<file path="src/rtl/tt_sweep_ctrl_if.sv">
`default_nettype none
// ============================================================================
// Module      : tt_sweep_ctrl_if
// Description : Signal bundle between a truth-table sweep controller and its
//               host plus the two combinational netlists it exercises.
//               slave  = controller side, master = host/netlist side.
// Revision    : 1.0 - initial release
// ============================================================================
interface tt_sweep_ctrl_if #(
  parameter int N_IN = 6
);
  // Host control
  logic                    start;
  logic                    abort;
  // Netlist bus
  logic [N_IN-1:0]         x;
  logic                    y_dut;
  logic                    y_ref;
  // Status and results
  logic                    busy;
  logic                    done;
  logic [(1<<N_IN)-1:0]    tt;
  logic [N_IN:0]           mism_cnt;
  logic [N_IN-1:0]         first_mism;
  logic                    first_valid;
  logic                    pass;
  logic [15:0]             sig;

  modport master (
    output start, abort, y_dut, y_ref,
    input  x, busy, done, tt, mism_cnt, first_mism, first_valid, pass, sig
  );

  modport slave (
    input  start, abort, y_dut, y_ref,
    output x, busy, done, tt, mism_cnt, first_mism, first_valid, pass, sig
  );
endinterface
`default_nettype wire

</file>
<file path="src/rtl/tt_sweep_ctrl.sv">
`default_nettype none
// ============================================================================
// Module      : tt_sweep_ctrl
// Description : Exhaustive truth-table sweep controller. Walks x through all
//               2^N_IN vectors, waits SETTLE cycles per vector, then samples
//               y_dut/y_ref, capturing the DUT truth table, mismatch count and
//               first failing vector.
//               Optional macro TT_MISR_EN adds a 16-bit MISR signature
//               (x^16+x^12+x^5+1) over the sampled y_dut stream; without it
//               sig is tied to zero.
// Revision    : 1.0 - initial release
// ============================================================================
module tt_sweep_ctrl #(
  parameter int N_IN   = 6,
  parameter int SETTLE = 1
) (
  input wire              clk,
  input wire              rst_n,
  tt_sweep_ctrl_if.slave  io_sweep
);

  localparam logic [N_IN-1:0] C_X_LAST    = {N_IN{1'b1}};
  localparam logic [N_IN-1:0] C_X_ONE     = N_IN'(1);
  localparam logic [N_IN:0]   C_MISM_ONE  = (N_IN+1)'(1);
  localparam logic [3:0]      C_SETTLE_LD = 4'(SETTLE);

  typedef enum logic [1:0] {
    S_IDLE   = 2'd0,
    S_SETTLE = 2'd1,
    S_SAMPLE = 2'd2,
    S_FINISH = 2'd3
  } state_t;

  state_t                  r_state;
  state_t                  w_state_nxt;

  logic [N_IN-1:0]         r_x;
  logic [3:0]              r_cnt;
  logic                    r_busy;
  logic                    r_done;
  logic [(1<<N_IN)-1:0]    r_tt;
  logic [N_IN:0]           r_mism;
  logic [N_IN-1:0]         r_first_mism;
  logic                    r_first_valid;
  logic                    r_pass;

  // Control strobes produced by the next-state logic
  logic                    w_accept;
  logic                    w_sample;
  logic                    w_last;
  logic                    w_fin;
  logic                    w_abort;
  logic                    w_dec;
  logic                    w_miscompare;

  assign w_miscompare = io_sweep.y_dut ^ io_sweep.y_ref;

  // State register
  always_ff @(posedge clk or negedge rst_n) begin
    if (!rst_n) begin
      r_state <= S_IDLE;
    end else begin
      r_state <= w_state_nxt;
    end
  end

  // Next-state and strobe decode; abort outranks sampling so an aborted
  // SAMPLE cycle leaves no trace in the results
  always_comb begin
    w_state_nxt = r_state;
    w_accept    = 1'b0;
    w_sample    = 1'b0;
    w_last      = 1'b0;
    w_fin       = 1'b0;
    w_abort     = 1'b0;
    w_dec       = 1'b0;
    case (r_state)
      S_IDLE: begin
        if (io_sweep.start) begin
          w_accept = 1'b1;
          if (SETTLE > 0) begin
            w_state_nxt = S_SETTLE;
          end else begin
            w_state_nxt = S_SAMPLE;
          end
        end
      end
      S_SETTLE: begin
        if (io_sweep.abort) begin
          w_abort     = 1'b1;
          w_state_nxt = S_IDLE;
        end else if (r_cnt == 4'd1) begin
          w_state_nxt = S_SAMPLE;
        end else begin
          w_dec = 1'b1;
        end
      end
      S_SAMPLE: begin
        if (io_sweep.abort) begin
          w_abort     = 1'b1;
          w_state_nxt = S_IDLE;
        end else begin
          w_sample = 1'b1;
          if (r_x == C_X_LAST) begin
            w_last      = 1'b1;
            w_state_nxt = S_FINISH;
          end else if (SETTLE > 0) begin
            w_state_nxt = S_SETTLE;
          end else begin
            w_state_nxt = S_SAMPLE;
          end
        end
      end
      S_FINISH: begin
        w_state_nxt = S_IDLE;
        if (io_sweep.abort) begin
          w_abort = 1'b1;
        end else begin
          w_fin = 1'b1;
        end
      end
      default: begin
        w_state_nxt = S_IDLE;
      end
    endcase
  end

  // Datapath: vector stepping, settle counter, result capture
  always_ff @(posedge clk or negedge rst_n) begin
    if (!rst_n) begin
      r_x           <= '0;
      r_cnt         <= '0;
      r_busy        <= 1'b0;
      r_done        <= 1'b0;
      r_tt          <= '0;
      r_mism        <= '0;
      r_first_mism  <= '0;
      r_first_valid <= 1'b0;
      r_pass        <= 1'b0;
    end else begin
      r_done <= 1'b0;
      if (w_accept) begin
        r_x           <= '0;
        r_cnt         <= C_SETTLE_LD;
        r_busy        <= 1'b1;
        r_tt          <= '0;
        r_mism        <= '0;
        r_first_valid <= 1'b0;
        r_pass        <= 1'b0;
      end
      if (w_dec) begin
        r_cnt <= r_cnt - 4'd1;
      end
      if (w_abort) begin
        r_busy <= 1'b0;
        r_x    <= '0;
      end
      if (w_sample) begin
        r_tt[r_x] <= io_sweep.y_dut;
        if (w_miscompare) begin
          r_mism <= r_mism + C_MISM_ONE;
          if (!r_first_valid) begin
            r_first_mism  <= r_x;
            r_first_valid <= 1'b1;
          end
        end
        if (w_last) begin
          r_done <= 1'b1;
        end else begin
          r_x   <= r_x + C_X_ONE;
          r_cnt <= C_SETTLE_LD;
        end
      end
      if (w_fin) begin
        r_busy <= 1'b0;
        r_x    <= '0;
        r_pass <= (r_mism == '0);
      end
    end
  end

`ifdef TT_MISR_EN
  localparam logic [15:0] C_MISR_SEED = 16'hFFFF;
  // Taps for x^12 and x^5; the x^0 term is folded into bit 0 with y_dut
  localparam logic [15:0] C_MISR_TAPS = 16'h1020;

  logic [15:0] r_sig;
  logic        w_fb;
  logic [15:0] w_sig_nxt;

  assign w_fb      = r_sig[15];
  assign w_sig_nxt = {r_sig[14:0], w_fb ^ io_sweep.y_dut} ^ ({16{w_fb}} & C_MISR_TAPS);

  // Signature register: seeded on start, one shift per sampled vector
  always_ff @(posedge clk or negedge rst_n) begin
    if (!rst_n) begin
      r_sig <= 16'h0000;
    end else if (w_accept) begin
      r_sig <= C_MISR_SEED;
    end else if (w_sample) begin
      r_sig <= w_sig_nxt;
    end
  end

  assign io_sweep.sig = r_sig;
`else
  assign io_sweep.sig = 16'h0000;
`endif

  assign io_sweep.x           = r_x;
  assign io_sweep.busy        = r_busy;
  assign io_sweep.done        = r_done;
  assign io_sweep.tt          = r_tt;
  assign io_sweep.mism_cnt    = r_mism;
  assign io_sweep.first_mism  = r_first_mism;
  assign io_sweep.first_valid = r_first_valid;
  assign io_sweep.pass        = r_pass;

endmodule
`default_nettype wire

</file>
<file path="src/flat_wrapper.sv">
// flat-port wrapper written by rule: the top's interface ports become plain ports
module tt_sweep_ctrl_flat 
#(
  parameter int N_IN   = 6,
  parameter int SETTLE = 1
)
  (clk, rst_n, io_sweep_start, io_sweep_abort, io_sweep_y_dut, io_sweep_y_ref, io_sweep_x, io_sweep_busy, io_sweep_done, io_sweep_tt, io_sweep_mism_cnt, io_sweep_first_mism, io_sweep_first_valid, io_sweep_pass, io_sweep_sig);
  tt_sweep_ctrl_if #(.N_IN(N_IN)) io_sweep_i ();
  input wire clk;
  input wire rst_n;
  input wire logic [$bits(io_sweep_i.start)-1:0] io_sweep_start;
  input wire logic [$bits(io_sweep_i.abort)-1:0] io_sweep_abort;
  input wire logic [$bits(io_sweep_i.y_dut)-1:0] io_sweep_y_dut;
  input wire logic [$bits(io_sweep_i.y_ref)-1:0] io_sweep_y_ref;
  output wire logic [$bits(io_sweep_i.x)-1:0] io_sweep_x;
  output wire logic [$bits(io_sweep_i.busy)-1:0] io_sweep_busy;
  output wire logic [$bits(io_sweep_i.done)-1:0] io_sweep_done;
  output wire logic [$bits(io_sweep_i.tt)-1:0] io_sweep_tt;
  output wire logic [$bits(io_sweep_i.mism_cnt)-1:0] io_sweep_mism_cnt;
  output wire logic [$bits(io_sweep_i.first_mism)-1:0] io_sweep_first_mism;
  output wire logic [$bits(io_sweep_i.first_valid)-1:0] io_sweep_first_valid;
  output wire logic [$bits(io_sweep_i.pass)-1:0] io_sweep_pass;
  output wire logic [$bits(io_sweep_i.sig)-1:0] io_sweep_sig;
  assign io_sweep_i.start = io_sweep_start;
  assign io_sweep_i.abort = io_sweep_abort;
  assign io_sweep_i.y_dut = io_sweep_y_dut;
  assign io_sweep_i.y_ref = io_sweep_y_ref;
  assign io_sweep_x = io_sweep_i.x;
  assign io_sweep_busy = io_sweep_i.busy;
  assign io_sweep_done = io_sweep_i.done;
  assign io_sweep_tt = io_sweep_i.tt;
  assign io_sweep_mism_cnt = io_sweep_i.mism_cnt;
  assign io_sweep_first_mism = io_sweep_i.first_mism;
  assign io_sweep_first_valid = io_sweep_i.first_valid;
  assign io_sweep_pass = io_sweep_i.pass;
  assign io_sweep_sig = io_sweep_i.sig;
  tt_sweep_ctrl #(.N_IN(N_IN), .SETTLE(SETTLE)) u_core (.clk(clk), .rst_n(rst_n), .io_sweep(io_sweep_i));
endmodule
</file>
<file path="config.mk">
export PLATFORM = sky130hd
export DESIGN_NAME = tt_sweep_ctrl_flat
export DESIGN_NICKNAME = d
export VERILOG_FILES = /design/src/rtl/tt_sweep_ctrl_if.sv /design/src/rtl/tt_sweep_ctrl.sv /design/src/flat_wrapper.sv
export SDC_FILE = /design/constraint.sdc
export NUM_CORES = 1
export LEC_CHECK = 0
export ABC_AREA = 1
export BUFFER_PORTS_ARGS = -buffer_cell sky130_fd_sc_hd__buf_2
export CAP_MARGIN = 20
export CELL_PAD_IN_SITES_DETAIL_PLACEMENT = 1
export CELL_PAD_IN_SITES_GLOBAL_PLACEMENT = 1
export CORE_MARGIN = 1.5
export CORE_UTILIZATION = 43
export CTS_CLUSTER_SIZE = 40
export DETAILED_ROUTE_END_ITERATION = 7
export PLACE_DENSITY_LB_ADDON = 0.1
export RECOVER_POWER = 25
export SLEW_MARGIN = 20
export SYNTH_ARGS = -nofsm -noshare
export SYNTH_HDL_FRONTEND = slang
export SYNTH_SLANG_ARGS = --single-unit
</file>
<file path="constraint.sdc">
create_clock -name clk -period 2.85 [get_ports clk]
set_input_delay 0.285 -clock clk [delete_from_list [all_inputs] [get_ports clk]]
set_output_delay 0.285 -clock clk [all_outputs]
set_load 0.005 [all_outputs]
</file>
==> results.toml, run 1 <==
[placement]
gp_congestion = 0.816
io_buffers = 92
dp_hpwl_mm = 10.7
placed_cell_area_sq_um = 5310

[power_and_ir_drop]
ir_drop_mv = 0.328
p_sw_share_pct = 35.0
p_leak_nw = 2.88
p_per_area_nw_per_um2 = 607
total_power_mw = 3.36
p_int_mw = 2.18
p_comb_share_pct = 22.9
clkPwrFrac_pct = 31.2
p_switching_mw = 1.18
pwr-share-seq_pct = 45.9

[layout]
mostFrequentLayoutCell = "nand2_1"
fillers = 1396
antenna_cells = 0
drive_gt1_share_pct = 18.9
finish.utilization_pct = 51.1
area_growth_pct = 15.5
nNetsFinal = 695
layout_common_cells = "nand2_1 (162), dfrtp_1 (93), nand3_1 (84), buf_2 (78), nor2_1 (54)"
final_cell_area_sq_um = 5540

[timing]
max_slew_margin_pct = 13.4
setup_viol = 0
final_hold_viol_count = 0
slew_violations = 0
tightestPinTransition_ns = 1.30
clock.fmax_mhz = 498
hold_slack_ns = 0.273
min_period_over_period_pct = 70.5
rsz0062_at_grt = "false"
setup_tns_ns = 0
fin_crit_ns = 2.01
fin_skew_ns = 0.00737

[floorplanning]
rows = 38
die_w_microns = 109
die_h_microns = 109
coreArea_sq_um = 10800
start_util_pct = 44.2
dieArea_sq_um = 11800
io_pins = 109

[clocking]
ctsLongestPathBuffers = 2
cts_made_buffers = 9
path_clk_slew_ns = 0.10
clk-insertion-delay-late_ns = 0.38
cts_tree = "built"
clock-sinks = 93
root_buffer = "clkbuf_8"
htree_num_levels = 3

[critical_path]
slowest_delay_ns = 0.68
arrival_ns = 2.28
startpoint_type = "register"
path_max_fanout = 11
ff2ff_setup_slack_ns = 0.84
worstPathRequired_ns = 3.12
end_kind = "register"
timing.rr.end = "u_core.io_sweep.x[0]"
setup.worst_path.class = "reg -> reg"
cp_cell_sequence = "nand3_2, clkinv_2, nand2_1, nand2_1, o21ai_0, nand2_1, nor2_1"
rr_startpoint = "u_core.io_sweep.x[3]"
crit_top_cell = "nand2_1"
r2r_cells = 7
crit_start = "u_core.io_sweep.x[3]"
cp-endpoint = "u_core.io_sweep.x[0]"
slowest_stage = "dfrtp_1"

[global_routing]
groute.usage.overall_pct = 27.3
grt_max_degree = 57
grt_pass1_vias = 4644
grt_pass1_wl_mm = 24.3
grt_remaining_overflow = 0
antenna_found_initial = 0

[synthesis]
avgSynthCellArea_sq_um = 8.04
syn_inst = 596
yosysWarnings = 0
synth_cell_types = 31
yosys_most_used_dff = "dfrtp_1"
syn-cell-area_sq_um = 4790
ys_seq_area_share_pct = 48.5
synthArstFlopShare_pct = 100
synth_edf_count = 0
ys_seq_elements = 93

[route]
drt-initial-drc-count = 217
final_antenna_net_count = 0
wl_mm = 15.0
wl_per_cell_microns = 18.1
vias = 4476
via_per_inst = 5.40
dr.pass1.iters = 4
drc = 0

[outcome]
outcome = "completed"

[flow_run]
maxCapViolations = 0

[min_path]
hold_class = "in -> reg"
[per-stage QoR]
stage	std cells	setup WS, ns
floorplan	611	1.43
global placement	812	0.902
detailed placement	812	0.851
CTS	829	0.840
global route	829	0.630
finish	829	0.841
[power by group through the flow]
stage	logic (mW)	registers, mW	clock network (mW)
CTS	0.777	1.54	1.06
finish	0.770	1.54	1.05
detailed placement	0.773	1.57	0
global route	0.870	1.56	1.12
global placement	0.752	1.56	0
floorplan	0.523	1.54	0
[cell usage after synthesis (3+ instances only)]
cell type | n | area [sq um]
nand2_1 | 163 | 612
dfrtp_1 | 93 | 2330
nand3_1 | 84 | 420
nor2_1 | 54 | 203
inv_1 | 35 | 131
o21bai_1 | 32 | 240
o21ai_0 | 27 | 135
o21ai_1 | 25 | 125
buf_4 | 19 | 143
buf_2 | 8 | 40.0
inv_2 | 8 | 30.0
a21oi_1 | 6 | 30.0
clkbuf_1 | 6 | 22.5
ha_1 | 5 | 62.6
nor2_2 | 5 | 31.3
nand2_2 | 4 | 25.0
nor3_2 | 4 | 40.0
nor2_4 | 3 | 33.8
nor3_4 | 3 | 48.8
[cell type report]
class / instances / area [sq um] / share of cell area (%)
Timing Repair Buffer: 97 / 497 / 8.97
Inverter: 44 / 166 / 3.01
Multi-Input combinational cell: 439 / 2140 / 38.6
Sequential cell: 93 / 2330 / 42.0
Clock inverter: 5 / 81.3 / 1.47
Tap cell: 140 / 175 / 3.16
Clock buffer: 11 / 151 / 2.73
[registers in the layout (all words and copies together) (netlist names)]
| signal | count |
|---|---|
| u_core.io_sweep.tt | 64 |
| u_core.io_sweep.mism_cnt | 7 |
| u_core.io_sweep.first_mism | 6 |
| u_core.io_sweep.x | 6 |
| u_core.r_cnt | 4 |
| u_core.r_state | 2 |
| u_core.io_sweep.busy | 1 |
| u_core.io_sweep.done | 1 |
| u_core.io_sweep.first_valid | 1 |
| u_core.io_sweep.pass | 1 |
[timing repair]
action | CTS | global route
gates resized for setup | 0 | 0
endpoints found under the setup margin | 0 | 0
hold buffers | 1 | 0
buffers inserted | 0 | 0
endpoints found under the hold margin | 48 | 0
[routing by layer]
metal | GRT usage, % | up-vias | wire, microns
met1 | 38.3 | 2251 | 6820
li1 | - | 2082 | -
met4 | 8.83 | 0 | 197
met2 | 43.2 | 128 | 7140
met5 | 0 | - | 0
met3 | 4.04 | 15 | 830
[cell families after synthesis]
kind of cell	Yosys count	share of synthesized area (%)
adder cells (fa/ha/maj)	5	1.30
AO/OA/AOI/OAI	92	11.4
AND/OR/NAND/NOR	325	30.4
other	1	0.0782
XOR/XNOR	1	0.183
buffers and inverters	79	8.09
flip-flops	93	48.5
[worst max-delay path: cells and delay by family, from the launching register on]
kind | cells | cell delay, ns
and+or+nand+nor | 5 | 0.81
DFF | 1 | 0.68
buffers and inverters | 1 | 0.26
AOI/OAI and AO/OA | 1 | 0.13
[worst min path at each step]
stage	startpoint	to	slack (ns)	depth (start not counted)
2_1_floorplan	rst_n	u_core.io_sweep.busy	-0.01	0
3_3_place_gp	rst_n	u_core.io_sweep.first_mism[0]	0.36	1
3_5_place_dp	rst_n	u_core.io_sweep.first_mism[1]	0.37	1
4_1_cts	io_sweep_abort	u_core.io_sweep.busy	0.27	4
5_1_grt	io_sweep_abort	u_core.io_sweep.busy	0.30	4
6_report	io_sweep_abort	u_core.io_sweep.busy	0.27	4
No activity file was read; power rests on OpenSTA's default activity.
==> run 2: changes to the inputs <==
- CORE_UTILIZATION: 43 -> 36
- clock period: 2.85 -> 1.8 ns (I/O delays scaled with it)
==> results.toml, run 2 (same netlist as run 1, synthesis figures left out) <==
[route]
top_layer_used = "met4"
vias = 4455
dr_wl_met3_microns = 553
dr.pass1.iters = 4
drc = 0
met2RoutedLength_mm = 7.27
wl_per_cell_microns = 17.5
final_antenna_net_count = 0
wirelength_met1_mm = 7.41
via_per_inst = 5.07
wl_mm = 15.4
drt-initial-drc-count = 207

[floorplanning]
io_pins = 109
dieArea_sq_um = 14000
die_h_microns = 118
coreArea_sq_um = 12800
die_w_microns = 118
start_util_pct = 37.4
rows = 41

[global_routing]
grt_remaining_overflow = 0
groute.usage.overall_pct = 22.5
grt_pass1_vias = 4580
grt_pass1_wl_mm = 24.7
antenna_found_initial = 0
grt_max_degree = 57

[timing]
setup_viol = 0
tightestPinTransition_ns = 1.01
final_hold_viol_count = 0
slew_violations = 0
fin_crit_ns = 1.60
max_slew_margin_pct = 32.6
setup_tns_ns = 0
clock.fmax_mhz = 625
fin_skew_ns = 0.00808
rsz0062_at_grt = "false"
min_period_over_period_pct = 88.9

[critical_path]
slowest_stage = "dfrtp_1"
cp_cell_sequence = "inv_2, nand3_4, buf_4, nor2_4, nand2_1, nand3_1, o21ai_1"
setup.worst_path.class = "reg -> reg"
slowest_delay_ns = 0.44
path_max_fanout = 10
arrival_ns = 1.83
crit_start = "u_core.r_state[0]"
rr_startpoint = "u_core.r_state[0]"
startpoint_type = "register"
worstPathRequired_ns = 2.03
end_kind = "register"

[layout]
antenna_cells = 0
fillers = 1597
area_growth_pct = 22.4
stdcell_count = 879
largest_reg_flops = 64
mostFrequentLayoutCell = "nand2_1"
nNetsFinal = 713
layout_common_cells = "nand2_1 (162), dfrtp_1 (93), buf_2 (91), nand3_1 (84), nor2_1 (54)"
drive_gt1_share_pct = 22.8

[power_and_ir_drop]
p_leak_nw = 3.09
p_per_area_nw_per_um2 = 1030
ir_drop_mv = 0.360

[clocking]
cts_resized = 0
cts_tree = "built"
clock-sinks = 93
clk-insertion-delay-late_ns = 0.35
cts-hold-fix-buffers = 1
cts_setup_buffers = 0
htree_num_levels = 3
cts_made_buffers = 9
root_buffer = "clkbuf_16"
path_clk_slew_ns = 0.06
ctsLongestPathBuffers = 2

[placement]
io_buffers = 92
gp_congestion = 0.811
dp_cells = 862
dp_hpwl_mm = 11.2

[outcome]
outcome = "completed"

[flow_run]
maxCapViolations = 0

[min_path]
hold_class = "in -> reg"
hold_start = "io_sweep_abort"
## run 2: cell count changes in the layout (fill, tap and decap cells not counted)
cell / change
clkbuf_8: -10
buf_12: +2
bufinv_16: +1
clkinvlp_4: -1
buf_1: -1
clkinv_2: +1
clkbuf_1: -12
buf_4: +16
buf_2: +13
clkbuf_16: +9
## run 2: critical path, delay by kind of cell (launching register included)
kind	cells	cell delay [ns]
simple gates	4	0.63
flops	1	0.44
buf+inv	2	0.34
compound gates	1	0.06
## run 2: stage by stage
stage	worst slack (ns)	instance area (sq um)	total power [mW]	hold slack (ns)	utilization, %
2_1_floorplan	0.383	4850	3.27	-0.116	-
3_3_place_gp	0.215	5510	3.77	0.179	43.0
3_5_place_dp	0.219	5510	3.83	0.184	43.0
4_1_cts	0.202	5870	6.09	0.221	45.8
5_1_grt	0.0580	5870	6.31	0.257	45.8
6_report	0.200	5870	6.02	0.232	45.8
## run 2: where the power goes
part	switching, mW	internal, mW
logic	0.918	0.419
registers	0.180	2.26
clock network	0.851	1.40
total	1.95	4.08
## run 2: final cells by class
| type | instances | area [sq um] | area share (%) |
|---|---|---|---|
| Inverter | 44 | 166 | 2.84 |
| Timing Repair Buffer | 115 | 673 | 11.5 |
| Tap cell | 172 | 215 | 3.67 |
| Clock buffer | 10 | 239 | 4.07 |
| Sequential cell | 93 | 2330 | 39.7 |
| Clock inverter | 6 | 109 | 1.86 |
| Multi-Input combinational cell | 439 | 2140 | 36.4 |
## run 2: per-layer routing
layer | vias to the layer above | global-route usage [%]
met3 | 12 | 3.47
met5 | - | 0
li1 | 2120 | -
met4 | 0 | 6.85
met1 | 2226 | 30.9
met2 | 97 | 36.8
## run 2: path summary, 6_finish.rpt
check	slack, ns	to	cells after the start
min reg2reg	0.49	u_core.io_sweep.first_mism[1]	2
min	0.23	u_core.io_sweep.busy	4
max reg2reg	0.20	u_core.io_sweep.tt[15]	7
max in group asynchronous	0.53	u_core.io_sweep.tt[62]	3
max	0.20	u_core.io_sweep.tt[15]	7
min in group asynchronous	0.54	u_core.r_cnt[3]	2
==> run 3: changes to the inputs <==
- RECOVER_POWER: 25 -> not set
==> results.toml, run 3 (same netlist as run 1, synthesis figures left out) <==
[layout]
layout_common_cells = "nand2_1 (162), dfrtp_1 (93), buf_2 (91), nand3_1 (84), nor2_1 (54)"
largest_reg_flops = 64
drive_gt1_share_pct = 22.8
area_growth_pct = 22.4
seqCellArea_sq_um = 2330
mostFrequentLayoutCell = "nand2_1"
fillers = 1597
multi_input_comb_area_sq_um = 2140
antenna_cells = 0
nNetsFinal = 713
finish.utilization_pct = 45.8

[critical_path]
startpoint_type = "register"
setup.worst_path.class = "reg -> reg"
r2r_cells = 7
arrival_ns = 1.83
end_kind = "register"
ff2ff_setup_slack_ns = 0.20
worstPathRequired_ns = 2.03
rr_startpoint = "u_core.r_state[0]"
path_max_fanout = 10
timing.rr.end = "u_core.io_sweep.tt[15]"

[power_and_ir_drop]
ir_drop_mv = 0.360
p_per_area_nw_per_um2 = 1030
p_leak_nw = 3.09

[route]
dr.pass1.iters = 4
drc = 0
via_per_inst = 5.06
final_antenna_net_count = 0
vias = 4452
wl_per_cell_microns = 17.5
drt-initial-drc-count = 207
wl_mm = 15.4

[timing]
final_hold_viol_count = 0
tightestPinTransition_ns = 0.597
max_slew_margin_pct = 60.2
setup_tns_ns = 0
fin_skew_ns = 0.00808
clock.fmax_mhz = 625
setup_viol = 0
slew_violations = 0
min_period_over_period_pct = 88.9
fin_crit_ns = 1.60
rsz0062_at_grt = "false"

[global_routing]
groute.usage.overall_pct = 22.5
grt_pass1_vias = 4580
grt_use_met1_pct = 30.9
gr-usage-met2_pct = 36.8
grt-busiest-layer = "met2"
grt_use_met3_pct = 3.47
grt_remaining_overflow = 0
grt_max_degree = 57
grt_pass1_wl_mm = 24.7
antenna_found_initial = 0

[clocking]
clk-insertion-delay-late_ns = 0.35
root_buffer = "clkbuf_16"
path_clk_slew_ns = 0.06
htree_num_levels = 3
ctsLongestPathBuffers = 2
cts_tree = "built"
clock-sinks = 93
cts_resized = 0
cts_setup_buffers = 0
cts-hold-fix-buffers = 1
cts_made_buffers = 9

[floorplanning]
coreArea_sq_um = 12800
rows = 41
die_h_microns = 118
io_pins = 109
dieArea_sq_um = 14000
die_w_microns = 118
start_util_pct = 37.4

[placement]
gp_congestion = 0.811
dp_hpwl_mm = 11.2
io_buffers = 92

[min_path]
hold_start = "io_sweep_abort"
holdPathEnd = "u_core.io_sweep.busy"
hold_path_depth = 4
hold_class = "in -> reg"

[flow_run]
maxCapViolations = 0

[outcome]
outcome = "completed"
run 3: changes by cell type in the layout (fill, tap and decap cells not counted), sizes merged:
| cell | previous run | this run |
|---|---|---|
| buf | 113 | 114 |
| clkbuf | 11 | 10 |
run 3: layer usage:
metal / vias up / wire length, microns
li1: 2120 / -
met4: 0 / 177
met5: - / 0
met2: 95 / 7270
met3: 12 / 550
met1: 2225 / 7410
run 3: how the worst max path moves through the flow:
stage                               startpoint                            end  slack (ns)  cells after the start
after floorplan           u_core.io_sweep.x[4]          u_core.io_sweep.tt[8]        0.38                      7
after global placement       u_core.r_state[1]  u_core.io_sweep.first_mism[3]        0.22                      5
after detailed placement     u_core.r_state[0]         u_core.io_sweep.tt[26]        0.22                      7
after CTS                    u_core.r_state[0]         u_core.io_sweep.tt[26]        0.20                      7
after global routing      u_core.io_sweep.x[1]         u_core.io_sweep.tt[25]        0.06                      6
final                        u_core.r_state[0]         u_core.io_sweep.tt[15]        0.20                      7
run 3: power by group:
group          internal [mW]  switching (mW)  leakage, nW
clock network           1.40           0.851        0.173
logic                  0.420           0.918         1.64
registers               2.26           0.180         1.28
total                   4.08            1.95         3.09
run 3: stage by stage:
step	hold slack, ns	setup slack (ns)	instances	area (sq um)	power [mW]
6_report	0.232	0.200	879	5870	6.02
3_3_place_gp	0.179	0.215	862	5510	3.77
3_5_place_dp	0.184	0.219	862	5510	3.83
2_1_floorplan	-0.116	0.383	611	4850	3.27
4_1_cts	0.221	0.202	879	5870	6.09
5_1_grt	0.257	0.0580	879	5870	6.31
run 3: cell type report:
class / instances / share of cell area, %
Clock buffer: 10 / 4.07
Inverter: 44 / 2.83
Sequential cell: 93 / 39.6
Tap cell: 172 / 3.67
Clock inverter: 6 / 1.85
Multi-Input combinational cell: 439 / 36.4
Timing Repair Buffer: 115 / 11.5
run 3: critical path, cell delays in order (launching register included):
cell and delay (ns):
dfrtp_1 0.44, inv_2 0.12, nand3_4 0.13, buf_4 0.22, nor2_4 0.23, nand2_1 0.17, nand3_1 0.10, o21ai_1 0.06
